**src/rtl/seq_alu.sv**
```systemverilog
// Registered ALU with carry-in, signed overflow, iterative shifts/rotates and an
// optional shift-add multiplier (built only when ALU_MUL_EN is defined).
//
// state  | meaning
// -------+-----------------------------------------------------------
// IDLE   | Ready=1, waiting for Start; single-cycle ops resolve here
// SHIFT  | one 1-bit shift/rotate step per cycle, counter counts down
// MUL    | one shift-add iteration per cycle, WIDTH iterations total
// DONE   | Done=1 for one cycle, Result/Flags valid, then back to IDLE
module seq_alu #(
    parameter int WIDTH = 16,
    parameter int SHW   = $clog2(WIDTH)
) (
    input  logic             Clock,
    input  logic             nReset,
    input  logic             Start,
    input  logic [3:0]       AluOp,
    input  logic [WIDTH-1:0] Op1,
    input  logic [WIDTH-1:0] Op2,
    input  logic             CarryIn,
    output logic             Ready,
    output logic             Done,
    output logic [WIDTH-1:0] Result,
    output logic [3:0]       Flags
);

    localparam int CW  = $clog2(WIDTH + 1);
    localparam int MSB = WIDTH - 1;

    localparam logic [3:0] OP_MOV = 4'd0;
    localparam logic [3:0] OP_ADD = 4'd1;
    localparam logic [3:0] OP_ADC = 4'd2;
    localparam logic [3:0] OP_SUB = 4'd3;
    localparam logic [3:0] OP_SBC = 4'd4;
    localparam logic [3:0] OP_AND = 4'd5;
    localparam logic [3:0] OP_OR  = 4'd6;
    localparam logic [3:0] OP_XOR = 4'd7;
    localparam logic [3:0] OP_NOT = 4'd8;
    localparam logic [3:0] OP_LSL = 4'd9;
    localparam logic [3:0] OP_LSR = 4'd10;
    localparam logic [3:0] OP_ASR = 4'd11;
    localparam logic [3:0] OP_ROR = 4'd12;
`ifdef ALU_MUL_EN
    localparam logic [3:0] OP_MUL = 4'd13;
`endif

    typedef enum logic [1:0] {
        ST_IDLE,
        ST_SHIFT,
        ST_MUL,
        ST_DONE
    } state_t;

    state_t           state, state_d;
    logic [CW-1:0]    cnt, cnt_d;
    logic [WIDTH-1:0] sh_val, sh_val_d;
    logic [3:0]       sh_op, sh_op_d;
    logic [WIDTH-1:0] res_d;
    logic [3:0]       flg_d;

    logic [WIDTH:0]   add_w, sub_w;
    logic [WIDTH-1:0] sc_res;
    logic             sc_c, sc_v;
    logic [WIDTH-1:0] step_val;
    logic             step_c;
    logic [SHW-1:0]   amt;
    logic             is_shift;

    function automatic logic [3:0] mk_flags(input logic [WIDTH-1:0] r, input logic c,
                                            input logic v);
        return {r == '0, r[MSB], c, v};
    endfunction

`ifdef ALU_MUL_EN
    logic [2*WIDTH-1:0] mul_acc, mul_acc_d, mul_next;
    logic [WIDTH-1:0]   mul_cand, mul_cand_d;
    logic [WIDTH:0]     mul_sum;

    // Right-shifting accumulator: multiplier sits in the low half and is consumed LSB first.
    assign mul_sum  = {1'b0, mul_acc[2*WIDTH-1:WIDTH]} + (mul_acc[0] ? {1'b0, mul_cand} : '0);
    assign mul_next = {mul_sum, mul_acc[WIDTH-1:1]};
`endif

    assign amt      = Op2[SHW-1:0];
    assign is_shift = (AluOp >= OP_LSL) && (AluOp <= OP_ROR);
    assign Ready    = (state == ST_IDLE);
    assign Done     = (state == ST_DONE);

    always_comb begin
        add_w = {1'b0, Op1} + {1'b0, Op2} + {{WIDTH{1'b0}}, (AluOp == OP_ADC) & CarryIn};
        sub_w = {1'b0, Op1} - {1'b0, Op2} - {{WIDTH{1'b0}}, (AluOp == OP_SBC) & CarryIn};
    end

    // Shift ops only reach this path with a zero amount, so they pass Op1 through.
    always_comb begin
        sc_res = Op1;
        sc_c   = 1'b0;
        sc_v   = 1'b0;
        case (AluOp)
            OP_ADD, OP_ADC: begin
                sc_res = add_w[MSB:0];
                sc_c   = add_w[WIDTH];
                sc_v   = (Op1[MSB] == Op2[MSB]) && (add_w[MSB] != Op1[MSB]);
            end
            OP_SUB, OP_SBC: begin
                sc_res = sub_w[MSB:0];
                sc_c   = sub_w[WIDTH];
                sc_v   = (Op1[MSB] != Op2[MSB]) && (sub_w[MSB] != Op1[MSB]);
            end
            OP_AND:  sc_res = Op1 & Op2;
            OP_OR:   sc_res = Op1 | Op2;
            OP_XOR:  sc_res = Op1 ^ Op2;
            OP_NOT:  sc_res = ~Op1;
            default: sc_res = Op1;
        endcase
    end

    always_comb begin
        step_val = {sh_val[0], sh_val[MSB:1]};
        step_c   = sh_val[0];
        case (sh_op)
            OP_LSL: begin
                step_val = {sh_val[MSB-1:0], 1'b0};
                step_c   = sh_val[MSB];
            end
            OP_LSR:  step_val = {1'b0, sh_val[MSB:1]};
            OP_ASR:  step_val = {sh_val[MSB], sh_val[MSB:1]};
            default: step_val = {sh_val[0], sh_val[MSB:1]};
        endcase
    end

    always_comb begin
        state_d  = state;
        cnt_d    = cnt;
        sh_val_d = sh_val;
        sh_op_d  = sh_op;
        res_d    = Result;
        flg_d    = Flags;
`ifdef ALU_MUL_EN
        mul_acc_d  = mul_acc;
        mul_cand_d = mul_cand;
`endif
        case (state)
            ST_IDLE: begin
                if (Start) begin
                    if (is_shift && (amt != '0)) begin
                        state_d  = ST_SHIFT;
                        cnt_d    = CW'(amt);
                        sh_val_d = Op1;
                        sh_op_d  = AluOp;
`ifdef ALU_MUL_EN
                    end else if (AluOp == OP_MUL) begin
                        state_d    = ST_MUL;
                        cnt_d      = CW'(WIDTH);
                        mul_acc_d  = {{WIDTH{1'b0}}, Op2};
                        mul_cand_d = Op1;
`endif
                    end else begin
                        state_d = ST_DONE;
                        res_d   = sc_res;
                        flg_d   = mk_flags(sc_res, sc_c, sc_v);
                    end
                end
            end
            ST_SHIFT: begin
                sh_val_d = step_val;
                cnt_d    = cnt - CW'(1);
                if (cnt == CW'(1)) begin
                    state_d = ST_DONE;
                    res_d   = step_val;
                    flg_d   = mk_flags(step_val, step_c, 1'b0);
                end
            end
`ifdef ALU_MUL_EN
            ST_MUL: begin
                mul_acc_d = mul_next;
                cnt_d     = cnt - CW'(1);
                if (cnt == CW'(1)) begin
                    state_d = ST_DONE;
                    res_d   = mul_next[MSB:0];
                    flg_d   = mk_flags(mul_next[MSB:0], |mul_next[2*WIDTH-1:WIDTH], 1'b0);
                end
            end
`endif
            ST_DONE: state_d = ST_IDLE;
            default: state_d = ST_IDLE;
        endcase
    end

    always_ff @(posedge Clock or negedge nReset) begin
        if (!nReset) begin
            state    <= ST_IDLE;
            cnt      <= '0;
            sh_val   <= '0;
            sh_op    <= OP_MOV;
            Result   <= '0;
            Flags    <= '0;
`ifdef ALU_MUL_EN
            mul_acc  <= '0;
            mul_cand <= '0;
`endif
        end else begin
            state    <= state_d;
            cnt      <= cnt_d;
            sh_val   <= sh_val_d;
            sh_op    <= sh_op_d;
            Result   <= res_d;
            Flags    <= flg_d;
`ifdef ALU_MUL_EN
            mul_acc  <= mul_acc_d;
            mul_cand <= mul_cand_d;
`endif
        end
    end

endmodule

```
**config.mk**
```make
export PLATFORM = sky130hd
export DESIGN_NAME = seq_alu
export DESIGN_NICKNAME = d
export VERILOG_FILES = /design/src/rtl/seq_alu.sv
export SDC_FILE = /design/constraint.sdc
export NUM_CORES = 1
export LEC_CHECK = 0
export CAP_MARGIN = 20
export CORE_ASPECT_RATIO = 0.75
export CORE_MARGIN = 3
export CORE_UTILIZATION = 59
export CTS_BUF_LIST = sky130_fd_sc_hd__clkbuf_2
export CTS_CLUSTER_DIAMETER = 150
export DETAILED_ROUTE_END_ITERATION = 6
export GPL_TIMING_DRIVEN = 0
export PLACE_DENSITY = 0.83
export SYNTH_ARGS = -nofsm -noshare
export SYNTH_HDL_FRONTEND = slang
export SYNTH_SLANG_ARGS = --single-unit
```
**constraint.sdc**
```tcl
create_clock -name Clock -period 2.4 [get_ports Clock]
set_input_delay 0.36 -clock Clock [delete_from_list [all_inputs] [get_ports Clock]]
set_output_delay 0.36 -clock Clock [all_outputs]
set_load 0.005 [all_outputs]
```
[Yosys cells after proc, flatten, opt, wreduce, memory -nomap -nowiden]
Cells that the tools add are included.
Storage, ports and cells
  output and inout port bits: 22
  word-level logic and storage cells: 79
  input port bits: 40
  flip-flop bits (word level): 47
Operators by class
  bitwise logic cells: 6
  $lt $le $gt $ge: 2
  equality and inequality tests: 22
  $add $sub $neg: 5
  mux-type cells: 23
  reduce and logical (&&, ||, !) cells: 15
Operators with widths (number)
  16-bit one-hot mux with 6 select lines: 1
  16-bit two-way mux: 5
  16-bit one-hot mux with 2 select lines: 2
  16-bit one-hot mux with 3 select lines: 1
  16-bit logical NOT: 2
  16-bit by 16-bit adder with 17-bit output: 1
  17-bit by 1-bit adder with 17-bit output: 1
  16-bit by 16-bit subtractor with 17-bit output: 1
  17-bit by 1-bit subtractor with 17-bit output: 1
  16-bit AND: 1
  4-bit by 3-bit == test with 1-bit output (second input constant): 4
  4-bit == test (second input constant): 4
  16-bit NOT: 1
  16-bit OR: 1
  16-bit XOR: 1
  4-bit two-way mux: 3
  5-bit two-way mux: 2
  5-bit one-hot mux with 2 select lines: 1
  4-bit by 2-bit == test with 1-bit output (second input constant): 2
  4-bit one-hot mux with 2 select lines: 1
  2-bit two-way mux: 3
  2-bit inequality test (second input constant): 3
  3-bit AND reduction: 2
  5-bit by 1-bit == test with 1-bit output (second input constant): 1
  other kinds (20): 28

[Depth between registers and ports, before layout]
Gate-level depths: netlist of the first run.
  word-level depth: 9
  mapped depth: 15
  mapped depth without buffers: 14

[Worst setup path after synthesis of the first run]
No wires, ideal clock.
  path type: input to register
  from: in AluOp[1]
  to: reg Flags[0]
  data required time: 2.308 ns
  cell stages on the path: 14
  setup slack: -1.341 ns
  data arrival time: 3.649 ns
  buffers on the path: 1
  setup time: 0.092 ns
  cells stage by stage: buf_2 > nor4b_1 > nand2_1 > fa_1 > ha_1 > or4_4 > o221ai_4 > nor4_2 > or2_1 > a221o_1 > xor2_1 > xnor2_1 > a32oi_1 > o31ai_2
On the way
  word-level cells in the longest chain between the ends: 9
  elaborated cells between the ends (all ways): 24
  classes of those cells: 2 x add/sub; 2 x order compare; 7 x eq/ne; 4 x mux; 2 x bitwise; 7 x reduce/logical
RTL lines
  start: declaration: line 17  | input logic [3:0] AluOp,
  4-bit by 3-bit == test with 1-bit output / 4-bit by 2-bit == test with 1-bit output (equally long branches): line 91, 99, 90
  1-bit AND (on tied branches): line 91, 90
  17-bit by 1-bit subtractor with 17-bit output / 17-bit by 1-bit adder with 17-bit output (equally long branches): line 91, 90
  1-bit inequality test (on tied branches): line 108, 103
  1-bit logical AND (on tied branches): line 108, 103
  1-bit one-hot mux with 2 select lines: line 99  | case (AluOp)
  4-bit two-way mux: line 146  | if (is_shift && (amt != '0)) begin
  4-bit two-way mux: line 145  | if (Start) begin
  4-bit one-hot mux with 2 select lines: line 143  | case (state)
  end signal: assignment: line 208  | Flags <= flg_d;
  end: declaration: line 24  | output logic [3:0] Flags
Parallel ways exist; a longest one is shown, timed or not. The select of a mux whose other input is x is not followed.
A chain may end at the register's enable or synchronous reset.

[Worst setup path after layout of the first run]
  from: in AluOp[0]
  to: reg Flags[3]
On the way
  word-level cells in the longest chain between the ends: 8
  elaborated cells between the ends (all ways): 25
  classes of those cells: 2 x add/sub; 2 x order compare; 9 x eq/ne; 4 x mux; 2 x bitwise; 6 x reduce/logical
RTL lines
  4-bit by 3-bit == test with 1-bit output / 4-bit by 2-bit == test with 1-bit output (equally long branches): line 91, 99, 90
  1-bit AND (on tied branches): line 91, 90
  17-bit by 1-bit subtractor with 17-bit output / 17-bit by 1-bit adder with 17-bit output (equally long branches): line 91, 90
  16-bit one-hot mux with 6 select lines: line 99
  16-bit logical NOT: line 71  | return {r == '0, r[MSB], c, v};
  4-bit two-way mux: line 146
  4-bit two-way mux: line 145
  4-bit one-hot mux with 2 select lines: line 143
Parallel ways exist; a longest one is shown, timed or not. The select of a mux whose other input is x is not followed.

==> results of run 1 <==
metal layers:
layer / global-route usage / part of all wire
met3: 0.0825 / 0.12
met2: 0.584 / 0.44
met1: 0.506 / 0.40
met5: 0 / 0
met4: 0.119 / 0.042
final cells by class:
| cell class | count | area [sq um] |
|---|---|---|
| repair buffers | 83 | 791 |
| inverters | 58 | 218 |
| multi-input cells | 582 | 4330 |
| flip-flops and latches | 46 | 1150 |
| clock buffers | 6 | 30.0 |
| plain buffers | 36 | 185 |
| clock inverters | 2 | 8.76 |
| well taps | 124 | 155 |
| fillers | 629 | 1880 |
Yosys cell counts, drive strengths merged, types with 5 or more instances:
cell type / instances / area [sq um]
nor2: 65 / 244
ha: 64 / 801
mux2i: 17 / 170
nor3: 20 / 105
a211oi: 7 / 52.6
inv: 58 / 218
o22ai: 15 / 93.8
o211ai: 8 / 60.1
and3: 9 / 56.3
o21a: 13 / 98.9
o31ai: 5 / 47.5
nand2b: 9 / 56.3
nor2b: 8 / 50.1
nor4: 7 / 50.1
o221ai: 9 / 96.4
o21ai: 36 / 180
dfrtp: 46 / 1150
a21oi: 49 / 249
nand3: 12 / 60.1
nand2: 105 / 394
a21o: 9 / 67.6
xnor2: 7 / 61.3
xor2: 6 / 52.6
buf: 12 / 68.8
clkbuf: 24 / 90.1
or2: 6 / 37.5
a31oi: 11 / 68.8
o21bai: 6 / 45.0
stage by stage:
| step | hold WS (ps) | std cells | total power (uW) |
|---|---|---|---|
| after detailed placement | 202 | 906 | 4380 |
| final | 223 | 937 | 5100 |
| after global routing | 225 | 937 | 5470 |
| after global placement | 444 | 905 | 4270 |
| after CTS | 247 | 930 | 4820 |
| after floorplan | 64.4 | 722 | 3260 |
flip-flops by register name (all words and copies together), names as in the netlist:
register  cells
Flags         4
sh_op         4
state         2
cnt           5
sh_val       16
Result       15
power by group:
| group | switching, uW | total (uW) | internal [uW] |
|---|---|---|---|
| combinational | 1900 | 3310 | 1420 |
| clock | 267 | 339 | 71.5 |
| sequential | 333 | 1450 | 1120 |
worst min path at each step:
stage	from	endpoint	slack [ps]	depth (start not counted)
after floorplan	nReset	Flags[0]$_DFFE_PN0P_	60	0
after global placement	sh_op[3]$_DFFE_PN0P_	sh_op[3]$_DFFE_PN0P_	440	2
after detailed placement	nReset	cnt[4]$_DFFE_PN0P_	200	1
after CTS	nReset	cnt[0]$_DFFE_PN0P_	250	2
after global routing	nReset	state[0]$_DFFE_PN0P_	230	2
final	nReset	state[0]$_DFFE_PN0P_	220	2
cells by family after synthesis:
family                   Yosys count  share of synthesized area
XOR/XNOR                          13                     0.0208
AO/OA/AOI/OAI                    215                      0.271
multiplexers                      19                     0.0352
adder cells (fa/ha/maj)           68                      0.161
AND/OR/NAND/NOR                  267                      0.233
buffers and inverters             94                     0.0688
flip-flops                        46                      0.210
timing repair:
| item | CTS | global route |
|---|---|---|
| endpoints found under the hold margin | 46 | 0 |
| endpoints found under the setup margin | 31 | 25 |
| gates cloned | 0 | 0 |
| hold buffers | 1 | 0 |
| buffers inserted | 15 | 8 |
| gates resized for setup | 56 | 43 |
| pin swaps | 39 | 29 |
worst max-delay path: cells and delay by family:
family          cells  cell delay (ps)
fa+ha+maj           2              760
compound gates      5             1340
buf+inv             3              380
simple gates        5             1070
==> results.json, run 1 <==
{
  "worst_setup_path_start_kind": "input pin",
  "die_w_microns": 117,
  "startpoint": "AluOp[0]",
  "die_h_microns": 89.4,
  "synth.cell_area_sq_mm": 0.00547,
  "grt_pass1_vias": 5897,
  "routed_wl_microns": 19600,
  "antenna_found_initial": 0,
  "ys_seq_area_frac": 0.210,
  "critical_path_required_ps": 2770,
  "crit_chain": "buf_8, buf_12, nor4b_4, nand2_2, fa_2, buf_4, fa_2, o211ai_1, nand4b_1, a31o_2, a211oi_1, o22a_1, nor4b_4, nand4b_1, o31ai_2",
  "avgSynthCellArea_sq_um": 7.58,
  "synth_edf_count": 0,
  "first_iter_violations": 834,
  "antenna_cells": 0,
  "place_hpwl_microns": 14300,
  "clk-insertion-delay-late_ps": 470,
  "cap_viol_max_count": 0,
  "critPathMaxFanout": 4,
  "grt_start_max_net_pins": 42,
  "overflow": 0,
  "cts_max_level": 2,
  "post-route-period-util": 1.47,
  "fmax_mhz": 284,
  "synth_ff_type": "dfrtp_1",
  "ir_drop_uv": 802,
  "first_pass_iters": 6,
  "ant_nets": 0,
  "synth-seq-cells": 46,
  "synthesis.nets": 830,
  "portBuffers": 59,
  "wl_per_cell_microns": 20.9,
  "post-route-drc-count": 0,
  "syn_inst": 722,
  "grt_pass1_wl_microns": 30100,
  "critPathCapture": "Flags[3]$_DFFE_PN0P_",
  "placementRows": 29,
  "criticalPathCategory": "input pin to flop",
  "cts_tree": "built",
  "violations": "setup timing",
  "yosys_warnings": 0,
  "cts_buffers": 5,
  "min_period_ps": 3520,
  "stdcell_area_sq_mm": 0.00687,
  "hp-class": "input pin to async pin",
  "power_density_mw_per_mm2": 744,
  "cts-root-buf": "clkbuf_2",
  "setup_viol": 17,
  "post_synth_num_cell_types": 75,
  "finalHoldViolations": 0,
  "ff2ff_setup_slack_ps": -360,
  "ctsLongestPathBuffers": 2,
  "gp_congestion": 0.987,
  "r2r_cells": 10,
  "grtUsageTotal": 0.370,
  "leakage_uw": 0.00306,
  "rsz0062_at_grt": "true",
  "path_clk_slew_ps": 240,
  "final_common_cell": "nand2_1",
  "fin_nets": 920,
  "placed_area_sq_mm": 0.00633,
  "skew_ps": 34.4,
  "fin_ws_ps": -1120,
  "dieArea_sq_mm": 0.0105,
  "arrival_ps": 3890,
  "slowest_stage": "fa_2",
  "slew_headroom": 0.188,
  "area_growth_pct": 25.4,
  "cts_num_sinks": 46,
  "synthArstFlopShare": 1.00,
  "setup_tns_ps": -11840,
  "dp_slack_ps": -2110,
  "viasPerCell": 6.67,
  "core_area_sq_mm": 0.00874,
  "drive_gt1_frac": 0.153,
  "tightest_slew_ps": 1210,
  "final-max-slew-violation-count": 0,
  "status": "complete, but fails checks",
  "fin_util": 0.785,
  "layout_common_cells": "nand2_1 (104), nor2_1 (62), inv_1 (56)",
  "vias": 6253,
  "io_pins": 62,
  "rr_endpoint": "Flags[3]$_DFFE_PN0P_",
  "cpPeakStageDelay_ps": 380,
  "worstReg2RegStart": "state[1]$_DFFE_PN0P_",
  "start_util": 0.626,
  "end_kind": "flop"
}
(Power assumes the default switching activity.)
==> run 2, diff against run 1 <==
- CTS_CLUSTER_SIZE: not set -> 28
- SKIP_CTS_REPAIR_TIMING: not set -> 1
==> run 2 against run 1 <==
The run ends with DRC, setup timing left; critical path depth down 2; die area unchanged; combinational power about the same; clock skew is 20 ps lower; critical path type unchanged; critical endpoint unchanged; largest power group unchanged.
==> results.json, run 2 (synthesized netlist as in run 1, its figures left out) <==
{
  "antenna_cells": 0,
  "wl_per_cell_microns": 20.4,
  "critical_path_required_ps": 2760,
  "cts-root-buf": "clkbuf_2",
  "power_frac_clock": 0.065,
  "core_area_sq_mm": 0.00874,
  "first_iter_violations": 719,
  "final_common_cell": "nand2_1",
  "fmax_mhz": 278,
  "cts_tree": "built",
  "multiInputGateArea_sq_mm": 0.00428,
  "placed_area_sq_mm": 0.00633,
  "status": "complete, but fails checks",
  "min_period_ps": 3600,
  "drive_gt1_frac": 0.143,
  "largestRegisters": "sh_val: 16 flops, Result: 15 flops, cnt: 5 flops",
  "hp-class": "input pin to async pin",
  "power_density_mw_per_mm2": 746,
  "fillers": 652,
  "area_growth_pct": 23.9,
  "start_util": 0.626,
  "vias": 6145,
  "die_w_microns": 117,
  "critPathMaxFanout": 6,
  "violations": "DRC, setup timing",
  "tightest_slew_ps": 1120,
  "skew_ps": 14.3,
  "ff2ff_setup_slack_ps": -390,
  "place_hpwl_microns": 14300,
  "fin_nets": 914,
  "fin_ws_ps": -1200,
  "ir_drop_uv": 848,
  "io_pins": 62,
  "grt_pass1_vias": 5656,
  "worst_setup_path_start_kind": "input pin",
  "final-max-slew-violation-count": 0,
  "stdcell_area_sq_mm": 0.00678,
  "grtUsageTotal": 0.354,
  "routed_wl_microns": 19000,
  "path_clk_slew_ps": 230,
  "cts_max_level": 2,
  "ant_nets": 0,
  "register_area_sq_mm": 0.00115,
  "setup_viol": 18,
  "cts_num_sinks": 46,
  "die_h_microns": 89.4,
  "p_comb_frac": 0.647,
  "antenna_found_initial": 0,
  "netSwitchingFraction": 0.488,
  "slew_headroom": 0.249,
  "dieArea_sq_mm": 0.0105,
  "post-route-period-util": 1.50,
  "power.switching_uw": 2470,
  "grt_pass1_wl_microns": 28800,
  "viasPerCell": 6.60,
  "placementRows": 29,
  "finalHoldViolations": 0,
  "regMostFlops": "sh_val",
  "portBuffers": 59,
  "power.internal_uw": 2590,
  "seqPwrFrac": 0.288,
  "leakage_uw": 0.00305,
  "cts_buffers": 5,
  "arrival_ps": 3960,
  "criticalPathCategory": "input pin to flop",
  "ctsLongestPathBuffers": 2,
  "clk-insertion-delay-late_ps": 440,
  "first_pass_iters": 7,
  "rsz0062_at_grt": "true",
  "post-route-drc-count": 1,
  "layout_common_cells": "nand2_1 (104), nor2_1 (62), inv_1 (56)",
  "overflow": 0,
  "grt_start_max_net_pins": 42,
  "cap_viol_max_count": 0,
  "gp_congestion": 0.987,
  "dp_slack_ps": -2110,
  "largest_register_ffs": 16,
  "end_kind": "flop"
}
run 2: changes by cell type in the layout (fill, tap and decap cells not counted), sizes merged:
cell | previous run | this run
buf | 39 | 32
clkbuf | 29 | 30
clkdlybuf4s50 | 47 | 50
dlygate4sd2 | 6 | 0
dlymetal6s2s | 3 | 6
run 2: power groups by stage:
stage / clock [uW] / combinational [uW] / sequential [uW]
CTS: 329 / 2950 / 1430
finish: 330 / 3280 / 1460
global placement: 0 / 2840 / 1430
detailed placement: 0 / 2940 / 1450
floorplan: 0 / 1900 / 1370
global route: 376 / 3590 / 1480
run 2: through the flow:
| step | total power, uW | hold WS (ps) | cells | util | TNS [ps] |
|---|---|---|---|---|---|
| finish | 5060 | 254 | 931 | 0.776 | -12920 |
| global route | 5450 | 236 | 931 | 0.776 | -13770 |
| CTS | 4710 | -303 | 914 | 0.728 | -21130 |
| detailed placement | 4380 | 202 | 906 | 0.724 | -40900 |
| global placement | 4270 | 444 | 905 | 0.722 | -49600 |
| floorplan | 3260 | 64.4 | 722 | - | -10830 |
run 2: metal layers:
metal / part of all wire / vias to the layer above / GRT usage
met5: 0 / - / 0
met4: 0.023 / 0 / 0.0979
met3: 0.12 / 55 / 0.0751
met2: 0.45 / 424 / 0.553
met1: 0.41 / 2914 / 0.497
li1: - / 2752 / -
run 2: final cells by class:
cell class	instances	share of cell area
Clock inverter	2	0.00129
Clock buffer	6	0.00443
Timing Repair Buffer	77	0.111
Tap cell	124	0.0229
Multi-Input combinational cell	582	0.631
Sequential cell	46	0.170
Buffer	36	0.0275
Inverter	58	0.0321
run 2: worst paths after layout:
kind | cells after the start | endpoint | startpoint
worst min register to register | 1 | Result[2]$_DFFE_PN0P_ | Result[2]$_DFFE_PN0P_
worst max-delay path | 13 | Flags[3]$_DFFE_PN0P_ | Op1[4]
worst max register to register | 10 | Flags[3]$_DFFE_PN0P_ | state[1]$_DFFE_PN0P_
max in group asynchronous | 3 | Result[14]$_DFFE_PN0P_ | nReset
min in group Clock | 3 | sh_val[0]$_DFFE_PN0P_ | Op1[0]
worst min-delay path | 2 | state[0]$_DFFE_PN0P_ | nReset
run 2: critical path: stages:
cell,delay (ps)
clkdlybuf4s50_1,560
inv_1,130
ha_2,350
ha_1,280
or4_4,450
o221ai_4,270
xor2_1,180
nor2_1,70
o32ai_2,400
nand4b_1,190
nor4b_2,360
nand4b_1,180
o31ai_2,190
==> run 3, diff against run 2 <==
- CORE_UTILIZATION: 59 -> 67
- DONT_BUFFER_PORTS: not set -> 1
- SETUP_SLACK_MARGIN: not set -> 0.1
==> run 3 against run 2 <==
The run ends with setup timing left; combinational power down 11%; first-iteration DRC count is 29% higher; clock power up 38%; fmax up 5.8%.
==> results.json, run 3 (synthesized netlist as in run 1, its figures left out) <==
{
  "status": "complete, but fails checks",
  "violations": "setup timing",
  "first_pass_iters": 6,
  "fmax_mhz": 294,
  "worst_setup_path_start_kind": "input pin",
  "cap_viol_max_count": 0,
  "hold_start": "Op2[1]",
  "placed_area_sq_mm": 0.00569,
  "antenna_cells": 0,
  "arrival_ps": 3780,
  "power_density_mw_per_mm2": 784,
  "critical_path_required_ps": 2780,
  "layout_common_cells": "nand2_1 (105), nor2_1 (62), ha_1 (61)",
  "start_util": 0.717,
  "setup_viol": 15,
  "leakage_uw": 0.00281,
  "tightest_slew_ps": 1310,
  "setup_tns_ps": -9070,
  "end_kind": "flop",
  "placementRows": 27,
  "rsz0062_at_grt": "true",
  "fin_nets": 858,
  "cts-root-buf": "clkbuf_2",
  "final_cells": 852,
  "hp-class": "input pin to flop",
  "fin_util": 0.813,
  "post-route-drc-count": 0,
  "fin_ws_ps": -1000,
  "grt_pass1_wl_microns": 28100,
  "cts_num_sinks": 46,
  "finalHoldWorstSlack_ps": 4.67,
  "portBuffers": 0,
  "die_w_microns": 110,
  "min_to": "cnt[1]$_DFFE_PN0P_",
  "area_growth_pct": 13.4,
  "rr_endpoint": "Flags[3]$_DFFE_PN0P_",
  "die_h_microns": 84.3,
  "skew_ps": 28.1,
  "place_hpwl_microns": 13800,
  "largest_register_ffs": 16,
  "grt_pass1_vias": 5597,
  "grtUsageTotal": 0.384,
  "io_pins": 62,
  "first_iter_violations": 928,
  "clk-insertion-delay-late_ps": 470,
  "dieArea_sq_mm": 0.00930,
  "min_period_ps": 3400,
  "worstReg2RegStart": "state[1]$_DFFE_PN0P_",
  "viasPerCell": 7.08,
  "drive_gt1_frac": 0.146,
  "post-route-period-util": 1.42,
  "final_common_cell": "nand2_1",
  "wl_per_cell_microns": 22.1,
  "worst_hold_path.num_cells": 2,
  "cts_buffers": 5,
  "ant_nets": 0,
  "regMostFlops": "sh_val",
  "largestRegisters": "sh_val: 16 flops, Result: 15 flops, cnt: 5 flops",
  "cts_max_level": 2,
  "criticalPathCategory": "input pin to flop",
  "routed_wl_microns": 18800,
  "gp_congestion": 0.954,
  "r2r_cells": 10,
  "final-max-slew-violation-count": 0,
  "ctsLongestPathBuffers": 2,
  "critPathMaxFanout": 5,
  "placed_cells": 823,
  "path_clk_slew_ps": 260,
  "antenna_found_initial": 0,
  "ir_drop_uv": 851,
  "finalHoldViolations": 0,
  "grt_start_max_net_pins": 47,
  "ff2ff_setup_slack_ps": -400,
  "overflow": 0,
  "vias": 6031,
  "slew_headroom": 0.124,
  "cts_tree": "built",
  "core_area_sq_mm": 0.00763,
  "stdcell_area_sq_mm": 0.00620
}
## run 3: changes by cell type in the layout (fill, tap and decap cells not counted), moves of 5 or more
| cell | previous run | this run |
|---|---|---|
| ha_2 | 6 | 1 |
| o21ai_2 | 1 | 6 |
| ha_1 | 55 | 61 |
| dlymetal6s2s_1 | 6 | 0 |
| clkdlybuf4s50_1 | 50 | 0 |
## run 3: worst max-delay path, stage by stage
cell and delay, ps:
buf_12 110, nor4b_4 280, nand2_1 110, fa_2 390, ha_4 190, or4_4 490, o221ai_4 220, buf_12 150
nor4_4 40, or2_1 260, a221o_1 360, xor2_2 230, xnor2_1 190, a32oi_1 180, o31ai_2 240
## run 3: metrics by stage
step	worst slack (ps)	power [uW]
2_1_floorplan	-1060	3260
3_3_place_gp	-1450	3870
3_5_place_dp	-1480	3990
4_1_cts	-1030	4440
5_1_grt	-1040	5170
6_report	-1000	4860
## run 3: worst max-delay path by stage
stage	to	start	slack, ps
after floorplan	Flags[2]$_DFFE_PN0P_	AluOp[0]	-1060
after global placement	Flags[3]$_DFFE_PN0P_	AluOp[0]	-1450
after detailed placement	Flags[3]$_DFFE_PN0P_	AluOp[0]	-1480
after CTS	Flags[3]$_DFFE_PN0P_	AluOp[0]	-1030
after global routing	Flags[0]$_DFFE_PN0P_	AluOp[0]	-1040
final	Flags[0]$_DFFE_PN0P_	AluOp[0]	-1000
## run 3: final cells by class
class                   count  area (sq um)
repair buffers             21           203
well taps                 101           126
inverters                  58           218
plain buffers              36           194
clock buffers               6          30.0
fillers                   539          1430
multi-input cells         582          4250
flip-flops and latches     46          1150
clock inverters             2          37.5
## run 3: per-layer routing
layer,track usage,vias up,routed length (microns)
li1,-,2642,-
met1,0.542,2795,7280
met2,0.564,495,8070
met3,0.104,99,2690
met4,0.136,0,789
met5,0,-,0
## run 3: power breakdown
group / total [uW] / internal [uW] / switching, uW
clock network: 456 / 180 / 276
logic: 2910 / 1110 / 1810
registers: 1490 / 1120 / 371
